### src/rtl/awg_pkg.sv
// Shared constants, command codes and parser state encoding for the AWG command path.
package awg_pkg;
    localparam logic [7:0] HDR_BYTE  = 8'hA5;
    localparam logic [7:0] CMD_FREQ  = 8'h01;
    localparam logic [7:0] CMD_AMP   = 8'h02;
    localparam logic [7:0] CMD_PHASE = 8'h03;
    localparam logic [7:0] CMD_EN    = 8'h04;
    localparam logic [7:0] ACK_OK    = 8'h5A;
    localparam logic [7:0] ACK_ERR   = 8'hEE;

    localparam int FREQ_W  = 12;
    localparam int AMP_W   = 3;
    localparam int PHASE_W = 8;

    typedef enum logic [2:0] {IDLE, CMD, DHI, DLO, CHK} parse_state_t;
endpackage

### src/rtl/awg_frame_parser.sv
// Frame parser: header hunt, byte collection, inter-byte timeout and checksum test.
// Done/abort strobes are combinational on the CHK byte (or expiry) cycle so the owner can commit on that edge.
module awg_frame_parser
    import awg_pkg::*;
#(
    parameter int TIMEOUT_CYC = 50000
) (
    input  logic        clk,
    input  logic        rst,
    input  logic [7:0]  rx_data,
    input  logic        rx_valid,
    output logic [7:0]  cmd,
    output logic [15:0] data,
    output logic        frame_ok,
    output logic        frame_err,
    output logic        timeout
);
    localparam int CNT_W = (TIMEOUT_CYC > 2) ? $clog2(TIMEOUT_CYC) : 1;
    localparam logic [CNT_W-1:0] CNT_LAST = CNT_W'(TIMEOUT_CYC - 1);

    parse_state_t     state_reg;
    logic [7:0]       cmd_reg;
    logic [7:0]       dhi_reg;
    logic [7:0]       dlo_reg;
    logic [CNT_W-1:0] cnt_reg;
    logic             in_frame;
    logic             chk_match;

    assign in_frame  = (state_reg != IDLE);
    assign chk_match = (rx_data == (cmd_reg ^ dhi_reg ^ dlo_reg));
    // A byte arriving on the expiry cycle wins, hence the !rx_valid term.
    assign timeout   = in_frame && !rx_valid && (cnt_reg == CNT_LAST);
    assign frame_ok  = (state_reg == CHK) && rx_valid && chk_match;
    assign frame_err = (state_reg == CHK) && rx_valid && !chk_match;
    assign cmd       = cmd_reg;
    assign data      = {dhi_reg, dlo_reg};

    always_ff @(posedge clk) begin
        if (rst) begin
            state_reg <= IDLE;
            cmd_reg   <= 8'h00;
            dhi_reg   <= 8'h00;
            dlo_reg   <= 8'h00;
            cnt_reg   <= '0;
        end else begin
            if (rx_valid || !in_frame || timeout)
                cnt_reg <= '0;
            else if (cnt_reg != CNT_LAST)
                cnt_reg <= cnt_reg + CNT_W'(1);

            if (timeout) begin
                state_reg <= IDLE;
            end else if (rx_valid) begin
                case (state_reg)
                    IDLE: if (rx_data == HDR_BYTE) state_reg <= CMD;
                    CMD: begin
                        cmd_reg   <= rx_data;
                        state_reg <= DHI;
                    end
                    DHI: begin
                        dhi_reg   <= rx_data;
                        state_reg <= DLO;
                    end
                    DLO: begin
                        dlo_reg   <= rx_data;
                        state_reg <= CHK;
                    end
                    CHK:     state_reg <= IDLE;
                    default: state_reg <= IDLE;
                endcase
            end
        end
    end
endmodule

### src/rtl/awg_param_ctrl.sv
// Parameter register bank for the waveform generators, fed by checksum-validated command frames.
// Optional response channel enabled by defining AWG_CTRL_ACK_EN.
module awg_param_ctrl
    import awg_pkg::*;
#(
    parameter int                TIMEOUT_CYC = 50000,
    parameter logic [FREQ_W-1:0] FREQ_RST    = 12'd1
) (
    input  logic               clk,
    input  logic               rst,
    input  logic [7:0]         rx_data,
    input  logic               rx_valid,
    output logic [FREQ_W-1:0]  state_freq,
    output logic [AMP_W-1:0]   state_amp,
    output logic [PHASE_W-1:0] state_phase,
    output logic               en,
    output logic               upd,
    output logic               err
`ifdef AWG_CTRL_ACK_EN
    ,
    output logic [7:0]         ack_data,
    output logic               ack_valid,
    input  logic               ack_ready
`endif
);
    logic [7:0]  cmd;
    logic [15:0] data;
    logic        frame_ok;
    logic        frame_err;
    logic        timeout;
    logic        range_ok;
    logic        accept;
    logic        reject;

    awg_frame_parser #(.TIMEOUT_CYC(TIMEOUT_CYC)) u_parser (
        .clk       (clk),
        .rst       (rst),
        .rx_data   (rx_data),
        .rx_valid  (rx_valid),
        .cmd       (cmd),
        .data      (data),
        .frame_ok  (frame_ok),
        .frame_err (frame_err),
        .timeout   (timeout)
    );

    // Unknown commands fall to the default and are rejected like out-of-range values.
    always_comb begin
        range_ok = 1'b0;
        case (cmd)
            CMD_FREQ:  range_ok = (data <= 16'h0FFF);
            CMD_AMP:   range_ok = (data >= 16'd1) && (data <= 16'd7);
            CMD_PHASE: range_ok = (data <= 16'h00FF);
            CMD_EN:    range_ok = (data <= 16'd1);
            default:   range_ok = 1'b0;
        endcase
    end

    assign accept = frame_ok && range_ok;
    assign reject = frame_err || timeout || (frame_ok && !range_ok);

    always_ff @(posedge clk) begin
        if (rst) begin
            state_freq  <= FREQ_RST;
            state_amp   <= AMP_W'(1);
            state_phase <= '0;
            en          <= 1'b0;
            upd         <= 1'b0;
            err         <= 1'b0;
        end else begin
            upd <= accept;
            err <= reject;
            if (accept) begin
                case (cmd)
                    CMD_FREQ:  state_freq  <= data[FREQ_W-1:0];
                    CMD_AMP:   state_amp   <= data[AMP_W-1:0];
                    CMD_PHASE: state_phase <= data[PHASE_W-1:0];
                    CMD_EN:    en          <= data[0];
                    default:   ;
                endcase
            end
        end
    end

`ifdef AWG_CTRL_ACK_EN
    // Single-entry response buffer; a newer status overwrites an unconsumed one.
    always_ff @(posedge clk) begin
        if (rst) begin
            ack_valid <= 1'b0;
            ack_data  <= 8'h00;
        end else if (frame_ok || frame_err) begin
            ack_valid <= 1'b1;
            ack_data  <= accept ? ACK_OK : ACK_ERR;
        end else if (ack_ready) begin
            ack_valid <= 1'b0;
        end
    end
`endif
endmodule

### config.mk
export PLATFORM = sky130hd
export DESIGN_NAME = awg_param_ctrl
export DESIGN_NICKNAME = d
export VERILOG_FILES = /design/src/rtl/awg_pkg.sv /design/src/rtl/awg_frame_parser.sv /design/src/rtl/awg_param_ctrl.sv
export SDC_FILE = /design/constraint.sdc
export NUM_CORES = 1
export LEC_CHECK = 0
export ABC_AREA = 1
export CORE_UTILIZATION = 45
export DETAILED_ROUTE_END_ITERATION = 8
export HOLD_SLACK_MARGIN = 0.06
export PLACE_DENSITY = 0.69
export SYNTH_ARGS = -nofsm -noshare
export SYNTH_HDL_FRONTEND = slang
export SYNTH_SLANG_ARGS = --single-unit
### constraint.sdc
create_clock -name clk -period 1.5 [get_ports clk]
set_input_delay 0.15 -clock clk [delete_from_list [all_inputs] [get_ports clk]]
set_output_delay 0.15 -clock clk [all_outputs]
set_load 0.005 [all_outputs]
==> run metrics, run 1 <==
DR vias/cell=4.914; count of buffers from port buffering=36; most numerous cell in the Yosys netlist=nand2_1; Boundary Pins=37; Fin Setup TNS=-4783 ps; Chip Width=91.58 µm; Inst Count DP=771; failing checks=setup timing; Final min period=1740 ps; H-tree levels=3; Final Non-Filler Cells=802; syn nets=586; Reg area=1420 µm²; # diodes=0; CP bufs+invs=3; Net Sw Power=0.001101 W; Clock Skew=8.998 ps; Clock Path Buffers=2; DR WL met2=4778 µm; pwr dens=752.8 nW/µm²; fin. max-slew vios=0; switching part of the total power=27.49%; synth warn=0; Post-DRT Antenna Nets=0; pre-CTS setup slack=-513.3 ps; Post-DP HPWL=6716 µm; Seq cells post-synth=69; routed len/inst=12.49 µm; Primary FF master, synth=dfxtp_1; status=finished with violations; uppermost layer routed=met4; Post-synth top cells=nand2_1 (170), inv_1 (94), dfxtp_1 (69), nor2_1 (67), nand3_1 (42); mapped cell area=3611 µm²; power share of the combinational group=16.0%; # rows=32; Synth top area share=38.25%; area growth from synthesis to final layout=47.40%; Overall Global Routing Usage=23.81%; VDD IR max=0.5221 mV; DR vias=3941; first-pass GRT wire length=16100 µm; post-synthesis cell type count=30; final worst-path cycle share=116.0%; grt ovf=0; max frequency=574.8 MHz; Lkg Pwr=2.443 nW; number of flip-flops under the largest register name=16; Worst Tran Pin Value=376.9 ps; GPL Wtd Cong=0.8737; clock share of power=36.4%; EDFF count, synth=0; MaxCap Viol Count=0; required time of the critical path=1750 ps; syn_area_per_cell=6.291 µm²; clock buffer count from CTS=9; clock net sink count=69; First-pass DRT Iterations=5; CP max stage delay=340 ps; clk slew on worst S/H paths=70 ps; critical path class=reg2reg; RSZ-0062 raised after global routing=true; CTS tree=built; Hold Violations, Final=0; vias in the first global route=3647; final WL=10020 µm; Critical Path End Type=register; DRT iter0 DRCs=211; Die Footprint=8387 µm²; delay-heaviest family, CP=simple AND/OR/NAND/NOR gates; sequential cell fraction of total power=47.6%; worst path cell trace=inv_2, buf_4, nand3_1, a21oi_1, nand2_1, nand2_2, nand3_2, nor2_4, clkbuf_16, nand3_1, nand2_1, nor2_1; fraction of layout cells with a size suffix above 1=31.43%; worst skew pair latency=350 ps; final setup violation count=26; Hold Path Class=in2reg; worst-path fanout max=6; CP max stage cell=dfxtp_1; Synth area leaders=dfxtp_1 (38%), nand2_1 (18%), inv_1 (9.8%), nor2_1 (7.0%), nand3_1 (5.8%); die height=91.58 µm; Worst slew margin=74.68%; Seq/Total Area, Yosys=38.25%; Metal-1 WL=4558 µm; initial antenna violation count=0; pin count of the biggest net entering global routing=26; Clock Tree Root=clkbuf_8; starting density of the core=46.73%; # nets final=708; final worst slack=-239.6 ps; core area=7727 µm²; met3 routed WL=471 µm; fillers=619; Syn Inst Count=574; Residual DRC=0; WP data arrival=1990 ps; area leader, netlist=dfxtp_1; Synth async-reset ratio=0%; Int Pwr=0.002905 W; Startpoint Class=register; Multi-input gate area=2093 µm²
## power groups by stage
stage	logic, W	clock network (W)	registers, W
floorplan	0.000318	0	0.00194
global placement	0.000527	0	0.00194
detailed placement	0.000539	0	0.00194
CTS	0.000573	0.00148	0.00190
global route	0.000709	0.00156	0.00191
finish	0.000641	0.00146	0.00191
## timing repair
action,CTS,global route
cloned,1,2
hold buffers,0,0
setup buffers,6,8
resized for setup,33,92
pin swaps,7,21
setup endpoints to repair,40,45
## worst min-delay path, cell delays in order
cell            delay (ps)
dlymetal6s2s_1         160
o21ai_0                110
a21oi_1                100
## layout make-up
type                            count  area share (%)
Sequential cell                    69           26.68
Clock buffer                       10           2.398
Clock inverter                      5          0.9873
Inverter                          102           7.334
Timing Repair Buffer              124           20.87
Multi-Input combinational cell    390           39.33
Tap cell                          102           2.398
## cells by family (layout without fill, tap and decap cells)
family          count (synthesis)  count (layout)  share of synthesized area (%)
compound gates                 66              66                          9.494
fa+ha+maj                       1               1                         0.3464
buf+inv                       116             241                          12.51
simple gates                  311             312                          36.73
xor+xnor                       11              11                          2.668
flops                          69              69                          38.25
## final timing paths
| path | startpoint | to | slack [ps] | depth (start not counted) |
|---|---|---|---|---|
| hold / removal | rx_data[6] | u_parser.dlo_reg[6]$_SDFFE_PP0P_ | 200 | 3 |
| setup / recovery | u_parser.cmd[0]$_SDFFE_PP0P_ | state_freq[9]$_SDFFE_PP0P_ | -240 | 12 |
| setup reg to reg | u_parser.cmd[0]$_SDFFE_PP0P_ | state_freq[9]$_SDFFE_PP0P_ | -240 | 12 |
| hold reg to reg | state_freq[0]$_SDFFE_PP1P_ | state_freq[0]$_SDFFE_PP1P_ | 470 | 2 |
## per-stage QoR
step | hold slack [ps] | util [%] | power, W | area [µm²]
after floorplan | 219.1 | - | 0.002254 | 3616
after global placement | 454.8 | 59.78 | 0.002468 | 4619
after detailed placement | 452.5 | 59.78 | 0.002483 | 4619
after CTS | 410.0 | 64.10 | 0.003952 | 4954
after global routing | 233.3 | 68.88 | 0.004182 | 5323
final | 201.6 | 68.88 | 0.004007 | 5323
## per-layer routing
metal	track usage, %	vias to the layer above
met5	0	-
met4	9.392	0
met3	3.936	16
met2	38.28	110
met1	31.65	1794
li1	-	2021
## cells in the final DEF, fill, tap and decap left out, types with 8 or more instances in the layout
cell	Yosys	final
nand2_2	3	29
clkbuf_8	0	9
dfxtp_2	0	19
clkdlybuf4s50_1	0	34
dfxtp_1	69	46
inv_2	8	15
nand2_1	170	141
nand3_2	2	9
nor2_1	67	55
nor2_2	3	11
o21ai_0	26	25
nand3_1	42	30
buf_6	1	8
inv_1	94	84
buf_4	2	76
a21oi_1	33	31
Power figures use the tool's default switching activity.
==> run 2, diff against run 1 <==
RECOVER_POWER = 50   (was not set)
SLEW_MARGIN = 20   (was not set)
==> run 2 against run 1 <==
  * The flow still finishes with violations (setup timing)
  * Sequential share of layout area grew 0.12 points
  * Non-clock buffer count did not move
  * Core utilization fell by 0.31 points
  * Final cell count is the same
  * Total power fell by 0.19%
  * Clock power hardly changed
  * Clock skew about the same
  * Worst setup slack got worse by 4.6 ps
  * First-iteration DRC count stayed put
  * Register-to-register slack hardly changed
  * Die area is the same
  * Fmax shrank 0.26%
  * Critical path type unchanged
  * Critical endpoint unchanged
  * Largest cell class unchanged
  * Largest power group unchanged
==> run metrics, run 2 (synthesis results as in run 1) <==
Die Footprint=8387 µm² (unchanged); fin. max-slew vios=0 (unchanged); worst-path fanout max=6 (unchanged); cell area after layout=5299 µm² (was 5323 µm²); Critical Path End Type=register (unchanged); Clock Path Buffers=2 (unchanged); vias in the first global route=3647 (unchanged); grt ovf=0 (unchanged); fillers=631 (was 619); Post-DP HPWL=6716 µm (unchanged); Metal-1 WL=4550 µm (was 4558 µm); First-pass DRT Iterations=5 (unchanged); Final min period=1744 ps (was 1740 ps); Clock Skew=8.818 ps (was 8.998 ps); Boundary Pins=37 (unchanged); met3 routed WL=466 µm (was 471 µm); count of buffers from port buffering=36 (unchanged); DR vias=3946 (was 3941); final WL=10030 µm (was 10020 µm); final worst-path cycle share=116.3% (was 116.0%); failing checks=setup timing (unchanged); Lkg Pwr=2.485 nW (was 2.443 nW); required time of the critical path=1750 ps (about the same); first-pass GRT wire length=16100 µm (unchanged); # rows=32 (unchanged); area growth from synthesis to final layout=46.74% (was 47.40%); core area=7727 µm² (unchanged); RSZ-0062 raised after global routing=true (unchanged); starting density of the core=46.73% (unchanged); initial antenna violation count=0 (unchanged); hold slack=203.4 ps (was 201.6 ps); number of flip-flops under the largest register name=16 (unchanged); Post-CTS Hold Fix Bufs=0 (unchanged); max frequency=573.3 MHz (was 574.8 MHz); GPL Wtd Cong=0.8737 (unchanged); H-tree levels=3 (unchanged); Startpoint Class=register (unchanged); DRT iter0 DRCs=211 (unchanged); # nets final=708 (unchanged); # diodes=0 (unchanged); critical path class=reg2reg (unchanged); Hold Path Class=in2reg (unchanged); routed len/inst=12.51 µm (was 12.49 µm); final worst slack=-244.2 ps (was -239.6 ps); clock buffer count from CTS=9 (unchanged); fraction of layout cells with a size suffix above 1=30.71% (was 31.43%); Chip Width=91.58 µm (unchanged); uppermost layer routed=met4 (unchanged); die height=91.58 µm (unchanged); pin count of the biggest net entering global routing=26 (unchanged); MaxCap Viol Count=0 (unchanged); Hold Violations, Final=0 (unchanged); pre-CTS setup slack=-513.3 ps (unchanged); most common cell after layout, fill and taps aside=nand2_1 (unchanged); pwr dens=754.8 nW/µm² (was 752.8 nW/µm²); worst skew pair latency=350 ps (about the same); VDD IR max=0.5230 mV (was 0.5221 mV); Worst Tran Pin Value=402.4 ps (was 376.9 ps); final setup violation count=27 (was 26); Overall Global Routing Usage=23.81% (unchanged); DR vias/cell=4.920 (was 4.914); Post-DRT Antenna Nets=0 (unchanged); Clock Tree Root=clkbuf_8 (unchanged); CTS tree=built (unchanged); WP data arrival=1990 ps (about the same); Residual DRC=0 (unchanged); status=finished with violations (unchanged); most frequent cells in the layout=nand2_1 (141), inv_1 (84), buf_4 (69), nor2_1 (55), dfxtp_1 (46) (was nand2_1 (141), inv_1 (84), buf_4 (76), nor2_1 (55), dfxtp_1 (46)); clock net sink count=69 (unchanged); DR WL met2=4787 µm (was 4778 µm); Worst slew margin=73.17% (was 74.68%); clk slew on worst S/H paths=70 ps (about the same); Placed Area=4619 µm² (unchanged)
## run 2: cell types whose count changed in the layout (fill, tap and decap cells not counted)
cell             change
clkdlybuf4s50_1     -18
clkbuf_1             +5
buf_2                +1
dlygate4sd3_1       +18
clkbuf_2             +1
buf_4                -7
## run 2: critical path, stage by stage (launching register included)
cell and delay [ps]:
dfxtp_1 340, inv_2 120, buf_4 130, nand3_1 80, a21oi_1 130, nand2_1 80
nand2_2 90, nand3_2 90, nor2_4 190, clkbuf_16 190, nand3_1 90, nand2_1 80
nor2_1 40
## run 2: metal layers
layer	GRT usage (%)	vias to the layer above
met2	38.28	113
li1	-	2021
met5	0	-
met3	3.936	18
met4	9.392	0
met1	31.65	1794
## run 2: final cells by class
cell class / count / area [µm²] / area share [%]
multi-input cells: 390 / 2093 / 39.50
repair buffers: 124 / 1087 / 20.52
clock buffers: 10 / 127.6 / 2.408
clock inverters: 5 / 52.55 / 0.9917
flip-flops and latches: 69 / 1420 / 26.80
well taps: 102 / 127.6 / 2.408
inverters: 102 / 390.4 / 7.367
## run 2: report_power, final
group | total [W] | leakage, nW | switching [W] | internal [W]
clock | 0.00146 | 0.0919 | 0.000707 | 0.000750
sequential | 0.00191 | 0.569 | 0.0000412 | 0.00187
combinational | 0.000635 | 1.82 | 0.000352 | 0.000283
## run 2: repair_timing
item	CTS	global route
setup buffers	6	8
setup endpoints to repair	40	45
cloned	1	2
gates resized for setup	33	92
pin swaps	7	21
hold endpoints to repair	0	0
## run 2: worst paths after layout
kind,startpoint,to,cells past startpoint,slack [ps]
worst max register to register,u_parser.cmd[0]$_SDFFE_PP0P_,state_freq[9]$_SDFFE_PP0P_,12,-240
worst min-delay path,rx_data[6],u_parser.dlo_reg[6]$_SDFFE_PP0P_,3,200
worst max-delay path,u_parser.cmd[0]$_SDFFE_PP0P_,state_freq[9]$_SDFFE_PP0P_,12,-240
worst min register to register,state_freq[0]$_SDFFE_PP1P_,state_freq[0]$_SDFFE_PP1P_,2,470
## run 2: metrics by stage
stage | setup TNS, ps | instances | utilization [%] | total power (W)
finish | -4779 | 802 | 68.57 | 0.003999
global route | -9089 | 802 | 68.57 | 0.004175
CTS | -2730 | 793 | 64.10 | 0.003952
detailed placement | -14240 | 771 | 59.78 | 0.002483
global placement | -12420 | 771 | 59.78 | 0.002468
floorplan | -140.8 | 574 | - | 0.002254
==> run 3, diff against run 2 <==
CORE_MARGIN = 3   (was not set)
SLEW_MARGIN = not set   (was 20)
==> run 3 against run 2 <==
  * The run still ends with setup timing left
  * First-iteration DRC count decreased by 29%
  * Worst setup slack worse by 47 ps
  * Worst hold slack improved by 81 ps
  * Combinational power down 1%
  * Fmax fell by 2.6%
  * Sequential power about the same
  * Non-clock buffer count decreased by 2
  * Critical path type unchanged
==> run metrics, run 3 (synthesis results as in run 1) <==
die height=95.58 µm (was 91.58 µm); RR Endpoint=state_freq[7]$_SDFFE_PP0P_ (was state_freq[9]$_SDFFE_PP0P_); area growth from synthesis to final layout=50.83% (was 46.74%); final WL=10180 µm (was 10030 µm); Reg2Reg Setup Slack=-290 ps (was -240 ps); Clock Skew=9.055 ps (was 8.818 ps); Post-DRT Antenna Nets=0 (unchanged); most common cell after layout, fill and taps aside=nand2_1 (unchanged); Final Non-Filler Cells=800 (was 802); Startpoint Class=register (unchanged); Clock Tree Root=clkbuf_8 (unchanged); VDD IR max=0.4332 mV (was 0.5230 mV); starting density of the core=46.49% (was 46.73%); hold path start=rx_data[1] (was rx_data[6]); hold path depth=4 (was 3); Chip Width=95.58 µm (was 91.58 µm); Overall Global Routing Usage=21.71% (was 23.81%); reg-to-reg startpoint=u_parser.cmd[3]$_SDFFE_PP0P_ (was u_parser.cmd[0]$_SDFFE_PP0P_); fillers=630 (was 631); R2R depth=14 (was 12); critical path class=reg2reg (unchanged); Residual DRC=0 (unchanged); # diodes=0 (unchanged); initial antenna violation count=0 (unchanged); Final min period=1791 ps (was 1744 ps); Boundary Pins=37 (unchanged); failing checks=setup timing (unchanged); Worst slew margin=77.36% (was 73.17%); cell area after layout=5446 µm² (was 5299 µm²); Hold Violations, Final=0 (unchanged); pin count of the biggest net entering global routing=26 (unchanged); CTS tree=built (unchanged); Post-DP HPWL=6614 µm (was 6716 µm); vias in the first global route=3619 (was 3647); final worst slack=-290.9 ps (was -244.2 ps); Placed Area=4634 µm² (was 4619 µm²); count of buffers from port buffering=36 (unchanged); # nets final=706 (was 708); Inst Count DP=773 (was 771); RSZ-0062 raised after global routing=true (unchanged); Lkg Pwr=2.550 nW (was 2.485 nW); # rows=32 (unchanged); Overall Power=0.004419 W (was 0.003999 W); fraction of layout cells with a size suffix above 1=34.38% (was 30.71%); routed len/inst=12.73 µm (was 12.51 µm); most frequent cells in the layout=nand2_1 (130), inv_1 (85), buf_4 (72), nor2_1 (53), dfxtp_1 (41) (was nand2_1 (141), inv_1 (84), buf_4 (69), nor2_1 (55), dfxtp_1 (46)); MaxCap Viol Count=0 (unchanged); WP data arrival=2070 ps (was 1990 ps); required time of the critical path=1780 ps (was 1750 ps); grt ovf=0 (unchanged); Die Footprint=9136 µm² (was 8387 µm²); worst skew pair latency=350 ps (about the same); final worst-path cycle share=119.4% (was 116.3%); pwr dens=811.4 nW/µm² (was 754.8 nW/µm²); clock buffer count from CTS=9 (unchanged); worst-path fanout max=6 (unchanged); DR vias/cell=4.938 (was 4.920); Hold Path Class=in2reg (unchanged); GPL Wtd Cong=0.8790 (was 0.8737); Worst Tran Pin Value=337.0 ps (was 402.4 ps); clk slew on worst S/H paths=70 ps (about the same); First-pass DRT Iterations=5 (unchanged); clock net sink count=69 (unchanged); hold slack=284.5 ps (was 203.4 ps); fin. max-slew vios=0 (unchanged); Clock Path Buffers=2 (unchanged); Hold EP=u_parser.cmd[1]$_SDFFE_PP0P_ (was u_parser.dlo_reg[6]$_SDFFE_PP0P_); first-pass GRT wire length=15660 µm (was 16100 µm); core area=7767 µm² (was 7727 µm²); max frequency=558.4 MHz (was 573.3 MHz); number of flip-flops under the largest register name=16 (unchanged); H-tree levels=3 (unchanged); status=finished with violations (unchanged); DR vias=3950 (was 3946); DRT iter0 DRCs=149 (was 211); Post-CTS Hold Fix Bufs=0 (unchanged); Fin Setup TNS=-5430 ps (was -4779 ps); Critical Path End Type=register (unchanged); final setup violation count=27 (unchanged)
## run 3: changes by cell type in the layout (fill, tap and decap cells not counted), moves of 3 or more
| cell | change |
|---|---|
| nand3_1 | -7 |
| dfxtp_1 | -5 |
| clkbuf_1 | -4 |
| nand2_2 | +11 |
| nand3_2 | +7 |
| nand2_1 | -11 |
| buf_6 | -4 |
| dfxtp_4 | +4 |
| buf_4 | +3 |
| nor2_4 | +3 |
## run 3: critical path, stage by stage (launching register included)
cell	delay [ps]
dfxtp_4	380
inv_4	70
nand2_4	70
nor2_4	100
nand2_2	70
nand2_2	80
nand2_1	50
nor2_1	120
nand2_2	90
nor2_4	170
buf_4	150
nand3_4	110
nand2_1	100
inv_1	50
nor2_1	110
## run 3: how the worst max path moves through the flow
stage                            startpoint                     endpoint  slack [ps]  cells past startpoint
2_1_floorplan  u_parser.cmd[3]$_SDFFE_PP0P_   state_freq[0]$_SDFFE_PP1P_         -10                     13
3_3_place_gp                     rx_data[7]   state_freq[9]$_SDFFE_PP0P_        -470                     14
3_5_place_dp                     rx_data[7]  state_freq[10]$_SDFFE_PP0P_        -520                     14
4_1_cts        u_parser.cmd[6]$_SDFFE_PP0P_  state_phase[3]$_SDFFE_PP0P_        -170                     12
5_1_grt        u_parser.cmd[3]$_SDFFE_PP0P_   state_freq[7]$_SDFFE_PP0P_        -400                     14
6_report       u_parser.cmd[3]$_SDFFE_PP0P_   state_freq[7]$_SDFFE_PP0P_        -290                     14
## run 3: repair_timing
| action | in CTS | in global routing |
|---|---|---|
| pin swaps | 19 | 22 |
| endpoints found under the setup margin | 41 | 48 |
| buffers inserted | 4 | 7 |
| resized for setup | 49 | 105 |
| cloned | 1 | 2 |
## run 3: final cells by class
cell class              instances  area (µm²)  area share, %
clock inverters                 4       95.09          1.746
inverters                     102       390.4          7.167
clock buffers                  11       151.4          2.780
repair buffers                122        1065          19.55
multi-input cells             390        2181          40.04
flip-flops and latches         69        1436          26.37
well taps                     102       127.6          2.343
## run 3: report_power, final
part           internal (W)  total [W]  switching (W)
Sequential          0.00186    0.00191      0.0000452
Combinational      0.000271   0.000626       0.000355
Clock               0.00118    0.00188       0.000701
Total               0.00332    0.00442        0.00110
## run 3: metal layers
metal | track usage [%] | part of all wire [%]
met5 | 0 | 0
met4 | 7.227 | 2.2
met3 | 4.420 | 4.5
met2 | 36.83 | 50
met1 | 27.36 | 43
## run 3: through the flow
| step | util [%] | worst slack (ps) |
|---|---|---|
| after floorplan | - | -14.22 |
| after global placement | 59.66 | -469.8 |
| after detailed placement | 59.66 | -518.1 |
| after CTS | 65.06 | -165.7 |
| after global routing | 70.12 | -397.6 |
| final | 70.12 | -290.9 |
